### src/rtl/relu_maxpool_2d_pkg.sv
// Shared LeNet layer constants for the ReLU + 2x2 max-pool stage.
// Holds the default sample width and the feature-map sizes for the
// C1 (28x28 -> 14x14) and C3 (10x10 -> 5x5) pooling layers, plus the
// helper that derives a pooled dimension from an input dimension.
package relu_maxpool_2d_pkg;

  localparam int LENET_DATA_WIDTH = 12;

  localparam int C1_IN_WIDTH   = 28;
  localparam int C1_IN_HEIGTH  = 28;
  localparam int C1_OUT_WIDTH  = 14;
  localparam int C1_OUT_HEIGTH = 14;

  localparam int C3_IN_WIDTH   = 10;
  localparam int C3_IN_HEIGTH  = 10;
  localparam int C3_OUT_WIDTH  = 5;
  localparam int C3_OUT_HEIGTH = 5;

  // 2x2 pooling with stride 2 halves each dimension.
  function automatic int pooled_dim(input int in_dim);
    return in_dim / 2;
  endfunction

endpackage

### src/rtl/relu_maxpool_2d_max2_cell.sv
// max2_cell: combinational signed two-input maximum.
// Ports:
//   a, b : signed operands, DATA_WIDTH bits
//   y    : the larger of a and b (signed compare)
module max2_cell #(
  parameter int DATA_WIDTH = 12
) (
  input  logic signed [DATA_WIDTH-1:0] a,
  input  logic signed [DATA_WIDTH-1:0] b,
  output logic signed [DATA_WIDTH-1:0] y
);

  // Signed select of the larger operand; ties return a.
  always_comb begin
    y = a;
    if (b > a) begin
      y = b;
    end else begin
      y = a;
    end
  end

endmodule

### src/rtl/relu_maxpool_2d.sv
// relu_maxpool_2d: ReLU followed by 2x2 stride-2 max pooling on a raster
// stream of signed convolution results. One instance per output feature map,
// placed directly after the 25-tap convolution adder tree.
// Ports:
//   clk       : rising-edge clock
//   rst_n     : asynchronous active-low reset
//   in_valid  : in_data holds a sample this cycle
//   in_data   : signed sample, row-major raster order
//   out_valid : registered, one-cycle pulse per pooled sample
//   out_data  : registered pooled sample (always >= 0), held between pulses
//   out_last  : registered, marks the final pooled sample of a frame
// Even rows fold column pairs into a half-width row buffer; odd rows fold
// their column pairs against the buffer entry and emit on each odd column.
module relu_maxpool_2d
  import relu_maxpool_2d_pkg::*;
#(
  parameter int DATA_WIDTH = LENET_DATA_WIDTH,
  parameter int IN_WIDTH   = C1_IN_WIDTH,
  parameter int IN_HEIGTH  = C1_IN_HEIGTH
) (
  input  logic                         clk,
  input  logic                         rst_n,
  input  logic                         in_valid,
  input  logic signed [DATA_WIDTH-1:0] in_data,
  output logic                         out_valid,
  output logic signed [DATA_WIDTH-1:0] out_data,
  output logic                         out_last
);

  localparam int OUT_WIDTH  = pooled_dim(IN_WIDTH);
  localparam int OUT_HEIGTH = pooled_dim(IN_HEIGTH);
  localparam int COL_W = (IN_WIDTH  > 2) ? $clog2(IN_WIDTH)  : 1;
  localparam int ROW_W = (IN_HEIGTH > 2) ? $clog2(IN_HEIGTH) : 1;
  localparam int IDX_W = (OUT_WIDTH > 1) ? $clog2(OUT_WIDTH) : 1;
  localparam logic [COL_W-1:0] COL_LAST = COL_W'(IN_WIDTH - 1);
  localparam logic [ROW_W-1:0] ROW_LAST = ROW_W'(IN_HEIGTH - 1);

  logic [COL_W-1:0]              col_r;
  logic [ROW_W-1:0]              row_r;
  logic signed [DATA_WIDTH-1:0]  hreg_r;
  logic signed [DATA_WIDTH-1:0]  rowbuf_r [OUT_WIDTH];

  logic                          col_odd_s;
  logic                          row_odd_s;
  logic                          col_wrap_s;
  logic                          row_wrap_s;
  logic                          emit_s;
  logic [IDX_W-1:0]              idx_s;
  logic signed [DATA_WIDTH-1:0]  relu_s;
  logic signed [DATA_WIDTH-1:0]  cmp_a_s;
  logic signed [DATA_WIDTH-1:0]  max_s;

  // Position decode, ReLU and compare-operand selection.
  always_comb begin
    col_odd_s  = col_r[0];
    row_odd_s  = row_r[0];
    col_wrap_s = (col_r == COL_LAST);
    row_wrap_s = (row_r == ROW_LAST);
    idx_s      = IDX_W'(col_r >> 1);
    emit_s     = in_valid & row_odd_s & col_odd_s;
    relu_s     = '0;
    if (in_data[DATA_WIDTH-1]) begin
      relu_s = '0;
    end else begin
      relu_s = in_data;
    end
    // Only the odd-row/even-column step compares against the buffer
    // (vertical fold); every other compare is against the horizontal reg.
    cmp_a_s = hreg_r;
    if (row_odd_s && !col_odd_s) begin
      cmp_a_s = rowbuf_r[idx_s];
    end else begin
      cmp_a_s = hreg_r;
    end
  end

  // Single shared comparator for horizontal and vertical folds.
  max2_cell #(
    .DATA_WIDTH (DATA_WIDTH)
  ) u_max2 (
    .a (cmp_a_s),
    .b (relu_s),
    .y (max_s)
  );

  // Raster position counters; they advance only on accepted samples.
  always_ff @(posedge clk or negedge rst_n) begin
    if (!rst_n) begin
      col_r <= '0;
      row_r <= '0;
    end else if (in_valid) begin
      if (col_wrap_s) begin
        col_r <= '0;
        if (row_wrap_s) begin
          row_r <= '0;
        end else begin
          row_r <= row_r + ROW_W'(1);
        end
      end else begin
        col_r <= col_r + COL_W'(1);
      end
    end
  end

  // Horizontal register: first sample of each column pair (even column).
  always_ff @(posedge clk or negedge rst_n) begin
    if (!rst_n) begin
      hreg_r <= '0;
    end else if (in_valid && !col_odd_s) begin
      if (row_odd_s) begin
        hreg_r <= max_s;
      end else begin
        hreg_r <= relu_s;
      end
    end
  end

  // Row buffer: horizontal max of each even-row pair; always written on an
  // even row before the following odd row reads it, so it needs no reset.
  always_ff @(posedge clk) begin
    if (in_valid && !row_odd_s && col_odd_s) begin
      rowbuf_r[idx_s] <= max_s;
    end
  end

  // Registered output stage: one-cycle pulse per pooled sample.
  always_ff @(posedge clk or negedge rst_n) begin
    if (!rst_n) begin
      out_valid <= 1'b0;
      out_last  <= 1'b0;
      out_data  <= '0;
    end else begin
      out_valid <= emit_s;
      out_last  <= emit_s & row_wrap_s & col_wrap_s;
      if (emit_s) begin
        out_data <= max_s;
      end
    end
  end

  // Pooled height is implied by the counters; kept for readability.
  logic [31:0] unused_out_heigth_s;
  assign unused_out_heigth_s = 32'(OUT_HEIGTH);

endmodule

### config.mk
export PLATFORM = sky130hd
export DESIGN_NAME = relu_maxpool_2d
export DESIGN_NICKNAME = d
export VERILOG_FILES = /design/src/rtl/relu_maxpool_2d_pkg.sv /design/src/rtl/relu_maxpool_2d_max2_cell.sv /design/src/rtl/relu_maxpool_2d.sv
export SDC_FILE = /design/constraint.sdc
export NUM_CORES = 1
export LEC_CHECK = 0
export CAP_MARGIN = 15
export CORE_UTILIZATION = 40
export DETAILED_ROUTE_END_ITERATION = 7
export PLACE_DENSITY_LB_ADDON = 0.1
export SLEW_MARGIN = 40
export SYNTH_ARGS = -nofsm -noshare
export SYNTH_HDL_FRONTEND = slang
export SYNTH_SLANG_ARGS = --single-unit
### constraint.sdc
create_clock -name clk -period 9.3 [get_ports clk]
set_input_delay 1.86 -clock clk [delete_from_list [all_inputs] [get_ports clk]]
set_output_delay 1.86 -clock clk [all_outputs]
set_load 0.01 [all_outputs]
==> metrics.md, run 1 <==
| Metric | Value |
|---|---|
| Ys async rst share | `17.6%` |
| CTS clk-pin slew, worst paths | `0.06 ns` |
| Slowest stage delay, CP | `between 0.6 and 0.7 ns` |
| Antenna diodes | `0` |
| Commonest non-fill, non-tap cell in the layout | `edfxtp_1` |
| DRT Pass-1 Iters | `5` |
| HPWL after detailed placement | `13,900 µm` |
| P_int | `around 2.1 mW` |
| Slew HR | `between 50% and 60%` |
| Worst Tran Pin Value | `approximately 0.74 ns` |
| Final-report hold violation count | `0` |
| Vias per cell | `5.56` |
| Worst-path fanout max | `14` |
| Syn Inst Count | `615` |
| Total negative slack | `0 ns` |
| Core Util, Final | `between 40% and 50%` |
| Longest Clk Path Bufs | `3` |
| DIE WIDTH | `151 µm` |
| Fin nets | `around 700` |
| Post-DRT Antenna Nets | `0` |
| Worst path slowest cell | `clkdlybuf4s50_1` |
| Routed vias | `5,335` |
| Initial core utilization | `about two fifths` |
| Max Cap Violations | `0` |
| Clock power frac | `25.9%` |
| Core box area | `21,800 µm²` |
| Place WS | `roughly 4 ns` |
| P&R area growth vs syn | `15.6%` |
| Num CTS Buffers | `23` |
| Layout Skew | `around 0.012 ns` |
| Setup CP Type | `in -> reg` |
| Hold crit path type | `reg -> reg` |
| Synthesized area per cell | `14.5 µm²` |
| Share of layout cells above drive strength 1 | `13.7%` |
| Clock latency on the worst-skew pair | `0.51 ns` |
| Post-Layout Cell Count | `959` |
| Reg-to-reg startpoint | `col_r[3]` |
| WL per Instance | `between 20 and 25 µm` |
| Req. time, crit path | `9.50 ns` |
| Final worst path period need | `4.84 ns` |
| GRT overflow | `0` |
| First-pass GRT wire length | `33,400 µm` |
| Gp weighted congestion | `between 0.8 and 0.9` |
| RSZ-0062 raised after global routing | `false` |
| Switching Share | `34.1%` |
| Global-route usage over all layers | `19.9%` |
| R2R cell count | `13` |
| Power per cell area | `around 320 nW/µm²` |
| Seq cells post-synth | `204` |
| RR Endpoint | `rowbuf_r[8][4]` |
| Clk root buf | `clkbuf_16` |
| R2r setup slk | `4.56 ns` |
| Initial antenna violation count | `0` |
| Run status | `finished, final reports clean` |
| Post-route DRC | `0` |
| # clock sinks | `204` |
| Routed Wire Length | `21,500 µm` |
| HP Start | `hreg_r[11]` |
| Combinational power share | `about a third` |
| Rows | `54` |
| Leak Pwr | `between 3 and 4 nW` |
| Ys flop type | `edfxtp_1` |
| Crit share post-route | `a little over half` |
| Number of flops mapped to enable cells by yosys | `168` |
| CTS tree | `done` |
| Crit path launch type | `input pin` |
| Min setup slack post-route | `4.46 ns` |
| H-tree depth | `1` |
| Dpl cells | `917` |
| Min-Delay Endpoint | `hreg_r[11]` |
| Commonest cells after routing, fill and taps aside | `edfxtp_1, mux2i_1, nor2_1` |
| Arr. time, crit path | `just over 5 ns` |
| Sequential power share | `40.4%` |
| Post_cts resized | `0` |
| Part of the Yosys area used for sequential elements | `roughly two thirds` |
| Top Ports | `29` |
| DR iter-0 viols | `416` |
| Port Buffer Count | `28` |
| Peak supply drop | `0.169 mV` |
| Max Fclk | `207 MHz` |
| Hold buffers post-CTS | `0` |
| Die Footprint | `around 23,000 µm²` |
| # Post-CTS Setup Buffers | `0` |
| Chip height | `approximately 150 µm` |
| Cell Area, Synth | `8910 µm²` |
| Critical path cell sequence | `clkdlybuf4s50_1 -> nor2b_1 -> ha_1 -> or4_1 -> a21oi_1 -> o21ai_1 -> o211ai_1 -> buf_4 -> a21oi_1 -> nor2_1` |
| Setup violators final | `0` |
| CP startpoint | `in_data[11]` |
| Worst setup EP type | `flip-flop` |
| Net Switching | `1.11 mW` |
| Largest net degree at the start of global routing | `52` |
| Number of distinct library cells after synthesis | `56` |
| Ys Warns | `0` |
| Slew Viols, Final | `0` |
| Vias in the first global route | `5,372` |
| Worst hold stages | `1` |
| Cell mode on critical path | `a21oi_1` |
-- power by group through the flow --
stage	Combinational (mW)	Clock [mW]	Sequential [mW]
floorplan	0.757	0	1.33
global placement	1.07	0	1.33
detailed placement	1.10	0	1.34
CTS	1.11	0.865	1.32
global route	1.21	0.903	1.33
finish	1.10	0.844	1.32
-- worst max path at each step --
stage | endpoint | slack [ns] | depth (start not counted)
2_1_floorplan | rowbuf_r[0][1] | 4.67 | 9
3_3_place_gp | rowbuf_r[11][4] | 3.68 | 10
3_5_place_dp | rowbuf_r[5][7] | 3.99 | 9
4_1_cts | rowbuf_r[8][4] | 4.51 | 10
5_1_grt | rowbuf_r[0][7] | 4.16 | 12
6_report | rowbuf_r[8][4] | 4.46 | 10
-- cells in the mapped netlist, drive strengths merged, types with 5 or more instances --
cell type / number / area (µm²)
a21oi: 29 / 160
a22oi: 5 / 42.5
a31oi: 24 / 150
buf: 20 / 174
clkbuf: 17 / 65.1
dfrtp: 36 / 901
edfxtp: 168 / 5040
ha: 13 / 163
inv: 11 / 41.3
mux2i: 56 / 561
mux4: 16 / 360
nand2: 28 / 105
nand2b: 9 / 56.3
nand3: 11 / 55.1
nor2: 48 / 180
nor2b: 17 / 106
nor3: 6 / 30.0
o21ai: 38 / 190
o22ai: 6 / 37.5
o31ai: 5 / 37.5
o32a: 6 / 60.1
-- area by class of cell --
class                   count  area (µm²)
fillers                  1913       11500
flip-flops and latches    204        5950
multi-input cells         375        2840
clock buffers              31         626
repair buffers             46         422
well taps                 280         350
clock inverters            11        77.6
inverters                  12        45.0
-- kinds of logic after synthesis --
logic type	count (synthesis)	share of synthesized area (%)
other	1	0.0421
AND/OR/NAND/NOR	138	7.60
multiplexers	76	10.8
AO/OA/AOI/OAI	134	9.80
adder cells (fa/ha/maj)	13	1.83
flip-flops	204	66.7
buffers and inverters	49	3.19
-- sequential cells by signal, summed over array words and instances, names as in the netlist --
register   count
col_r          5
out_valid      1
rowbuf_r     168
row_r          5
hreg_r        12
out_last       1
out_data      12
-- critical path: cells and delay by family --
kind            cells  cell delay [ns]
fa+ha+maj           1             0.24
buf+inv             2             0.95
compound gates      4             0.75
simple gates        3             1.23
-- routing by layer --
metal / vias to the layer above / track usage, % / routed length, µm
met1: 2684 / 30.2 / 10400
li1: 2472 / - / -
met5: - / 0 / 0
met3: 23 / 2.95 / 1080
met2: 156 / 30.0 / 9720
met4: 0 / 4.40 / 296
-- stage by stage --
step                      hold slack, ns  instance area, µm²  power (mW)
after floorplan                    0.453                8960        2.08
after global placement             0.469                9510        2.40
after detailed placement           0.477                9590        2.44
after CTS                          0.490               10300        3.29
after global routing               0.527               10300        3.45
final                              0.490               10300        3.26
Power figures use the tool's default switching activity.
==> run 2, diff against run 1 <==
==> constraint.sdc (replaced) <==
create_clock -name clk -period 4.2 [get_ports clk]
set_input_delay 0.84 -clock clk [delete_from_list [all_inputs] [get_ports clk]]
set_output_delay 0.84 -clock clk [all_outputs]
set_load 0.01 [all_outputs]
==> run 2 against run 1 <==
Against the previous run: sequential share of layout area decreased by 1.7 points; worst hold slack lost 0.21 ns; critical path depth rose by 3; count of clock-buffer cells in the layout is the same; wire length grew 1.6%; setup slack worse by 4.3 ns; combinational power grew 140%; largest cell class unchanged.
==> metrics.md, run 2 (synthesized netlist as in run 1, its figures left out) <==
| Metric | Value |
|---|---|
| Fin nets | `731 (+5.9%)` |
| Worst setup EP type | `flip-flop` |
| WL per Instance | `21.9 µm (-2.4%)` |
| Max Cap Violations | `0 (unchanged)` |
| Total negative slack | `0 ns (unchanged)` |
| Core Util, Final | `48.7% (+1.4 points)` |
| Fill cells | `1,885 (-1.5%)` |
| Die Footprint | `22,900 µm² (unchanged)` |
| Worst Tran Pin Value | `0.697 ns (-0.0393 ns)` |
| Vias per cell | `5.56 (about the same)` |
| Share of layout cells above drive strength 1 | `17.8% (+4.1 points)` |
| Clock latency on the worst-skew pair | `0.52 ns (about the same)` |
| Max Fclk | `250 MHz` |
| GRT overflow | `0 (unchanged)` |
| Top Ports | `29 (unchanged)` |
| Vias in the first global route | `5,577 (+3.8%)` |
| Initial antenna violation count | `0 (unchanged)` |
| DR iter-0 viols | `314 (-25%)` |
| Routed Wire Length | `21,800 µm (+1.6%)` |
| Arr. time, crit path | `4.34 ns (-0.70 ns)` |
| Final-report hold violation count | `0 (unchanged)` |
| Commonest cells after routing, fill and taps aside | `edfxtp_1, mux2i_1, buf_4` |
| Worst-path fanout max | `22 (+8)` |
| First-pass GRT wire length | `33,300 µm (-0.31%)` |
| Post-Layout Cell Count | `998 (+4.1%)` |
| RSZ-0062 raised after global routing | `false` |
| # Post-CTS Setup Buffers | `0 (unchanged)` |
| CTS tree | `done` |
| Final worst path period need | `around 4 ns` |
| Run status | `finished, final reports clean` |
| Largest net degree at the start of global routing | `37 (-29%)` |
| Req. time, crit path | `4.55 ns (-4.95 ns)` |
| Gp weighted congestion | `0.909 (+3.9%)` |
| Largest regs | `rowbuf_r: 168 flops, hreg_r: 12 flops, out_data: 12 flops` |
| Crit share post-route | `95.1%` |
| Slew HR | `53.4% (+2.6 points)` |
| Post-route DRC | `0 (unchanged)` |
| Dpl cells | `958 (+4.5%)` |
| Layout Skew | `0.0258 ns (+0.0136 ns)` |
| Chip height | `151 µm (unchanged)` |
| Clk root buf | `clkbuf_16` |
| Post-DRT Antenna Nets | `0 (unchanged)` |
| DRT Pass-1 Iters | `5 (unchanged)` |
| Initial core utilization | `40.8% (unchanged)` |
| CTS clk-pin slew, worst paths | `0.06 ns (about the same)` |
| HPWL after detailed placement | `15,300 µm (+10%)` |
| Num CTS Buffers | `23 (unchanged)` |
| Hold crit path type | `in -> async` |
| P&R area growth vs syn | `19.1%` |
| Most flops, register | `rowbuf_r` |
| Antenna diodes | `0 (unchanged)` |
| Rows | `54 (unchanged)` |
| H-tree depth | `1 (unchanged)` |
| Commonest non-fill, non-tap cell in the layout | `edfxtp_1` |
| Leak Pwr | `3.85 nW (+6.3%)` |
| DIE WIDTH | `151 µm (unchanged)` |
| Setup CP Type | `reg -> reg` |
| Peak supply drop | `0.252 mV (+49%)` |
| # clock sinks | `204 (unchanged)` |
| Slew Viols, Final | `0 (unchanged)` |
| Setup violators final | `0 (unchanged)` |
| Crit path launch type | `flip-flop` |
| Longest Clk Path Bufs | `3 (unchanged)` |
| Routed vias | `5,549 (+4.0%)` |
| Cell area after layout | `10,600 µm² (+3.0%)` |
| Port Buffer Count | `28 (unchanged)` |
| Flip-flop count of the largest register after layout | `168 (unchanged)` |
| Power per cell area | `708 nW/µm² (+120%)` |
| Global-route usage over all layers | `19.9% (about the same)` |
| Placed cell area | `9880 µm² (+3.0%)` |
| Core box area | `21,800 µm² (unchanged)` |
run 2: cell types whose count changed in the layout (fill, tap and decap cells not counted), moves of 3 or more:
cell      delta
clkinv_2     -3
nor2_4       -8
nor3_2       +4
buf_12       +4
nor2_1       +7
buf_6        -3
nor3_4       -4
buf_4       +41
run 2: final timing paths:
kind | start | to | slack, ns | cells after the start
worst max-delay path | col_r[2] | rowbuf_r[8][3] | 0.21 | 13
worst min-delay path | rst_n | row_r[3] | 0.28 | 1
worst max register to register | col_r[2] | rowbuf_r[8][3] | 0.21 | 13
worst min register to register | out_data[11] | out_data[11] | 0.49 | 1
max in group asynchronous | rst_n | col_r[1] | 3.57 | 1
min in group clk | out_data[11] | out_data[11] | 0.49 | 1
run 2: report_power, final:
part	switching (mW)	internal (mW)
registers	0.129	2.81
clock network	0.770	1.19
logic	1.58	1.03
total	2.48	5.04
run 2: final cells by class:
class / instances / area [µm²] / share of cell area (%)
Tap cell: 280 / 350 / 3.30
Multi-Input combinational cell: 375 / 2770 / 26.1
Clock inverter: 9 / 126 / 1.19
Clock buffer: 31 / 606 / 5.70
Timing Repair Buffer: 87 / 771 / 7.26
Inverter: 12 / 45.0 / 0.424
Sequential cell: 204 / 5950 / 56.0
run 2: through the flow:
| stage | hold slack, ns | power, mW | setup WS (ns) |
|---|---|---|---|
| 2_1_floorplan | 0.453 | 4.61 | 0.377 |
| 3_3_place_gp | 0.471 | 5.55 | 0.196 |
| 3_5_place_dp | 0.479 | 5.59 | 0.127 |
| 4_1_cts | 0.294 | 7.57 | 0.102 |
| 5_1_grt | 0.308 | 7.90 | 0.0158 |
| 6_report | 0.282 | 7.52 | 0.207 |
run 2: per-layer routing:
| layer | global-route usage, % | routed length (µm) |
|---|---|---|
| met1 | 28.5 | 10200 |
| met2 | 30.9 | 9720 |
| met3 | 3.13 | 1450 |
| met4 | 6.10 | 512 |
| met5 | 0 | 0 |
run 2: critical path, cell delays in order (launching register included):
cell	delay, ns
dfrtp_2	0.41
buf_12	0.21
mux4_2	0.54
mux2i_1	0.22
nor2_1	0.06
o32a_1	0.40
inv_1	0.08
ha_1	0.24
a21oi_1	0.16
o21ai_1	0.09
o211a_1	0.42
buf_4	0.24
o31ai_1	0.43
buf_4	0.29
run 2: repair_timing:
item                                    4_1_cts  5_1_grt
endpoints found under the setup margin        0       42
hold buffers                                  0        0
gates resized for setup                       0        4
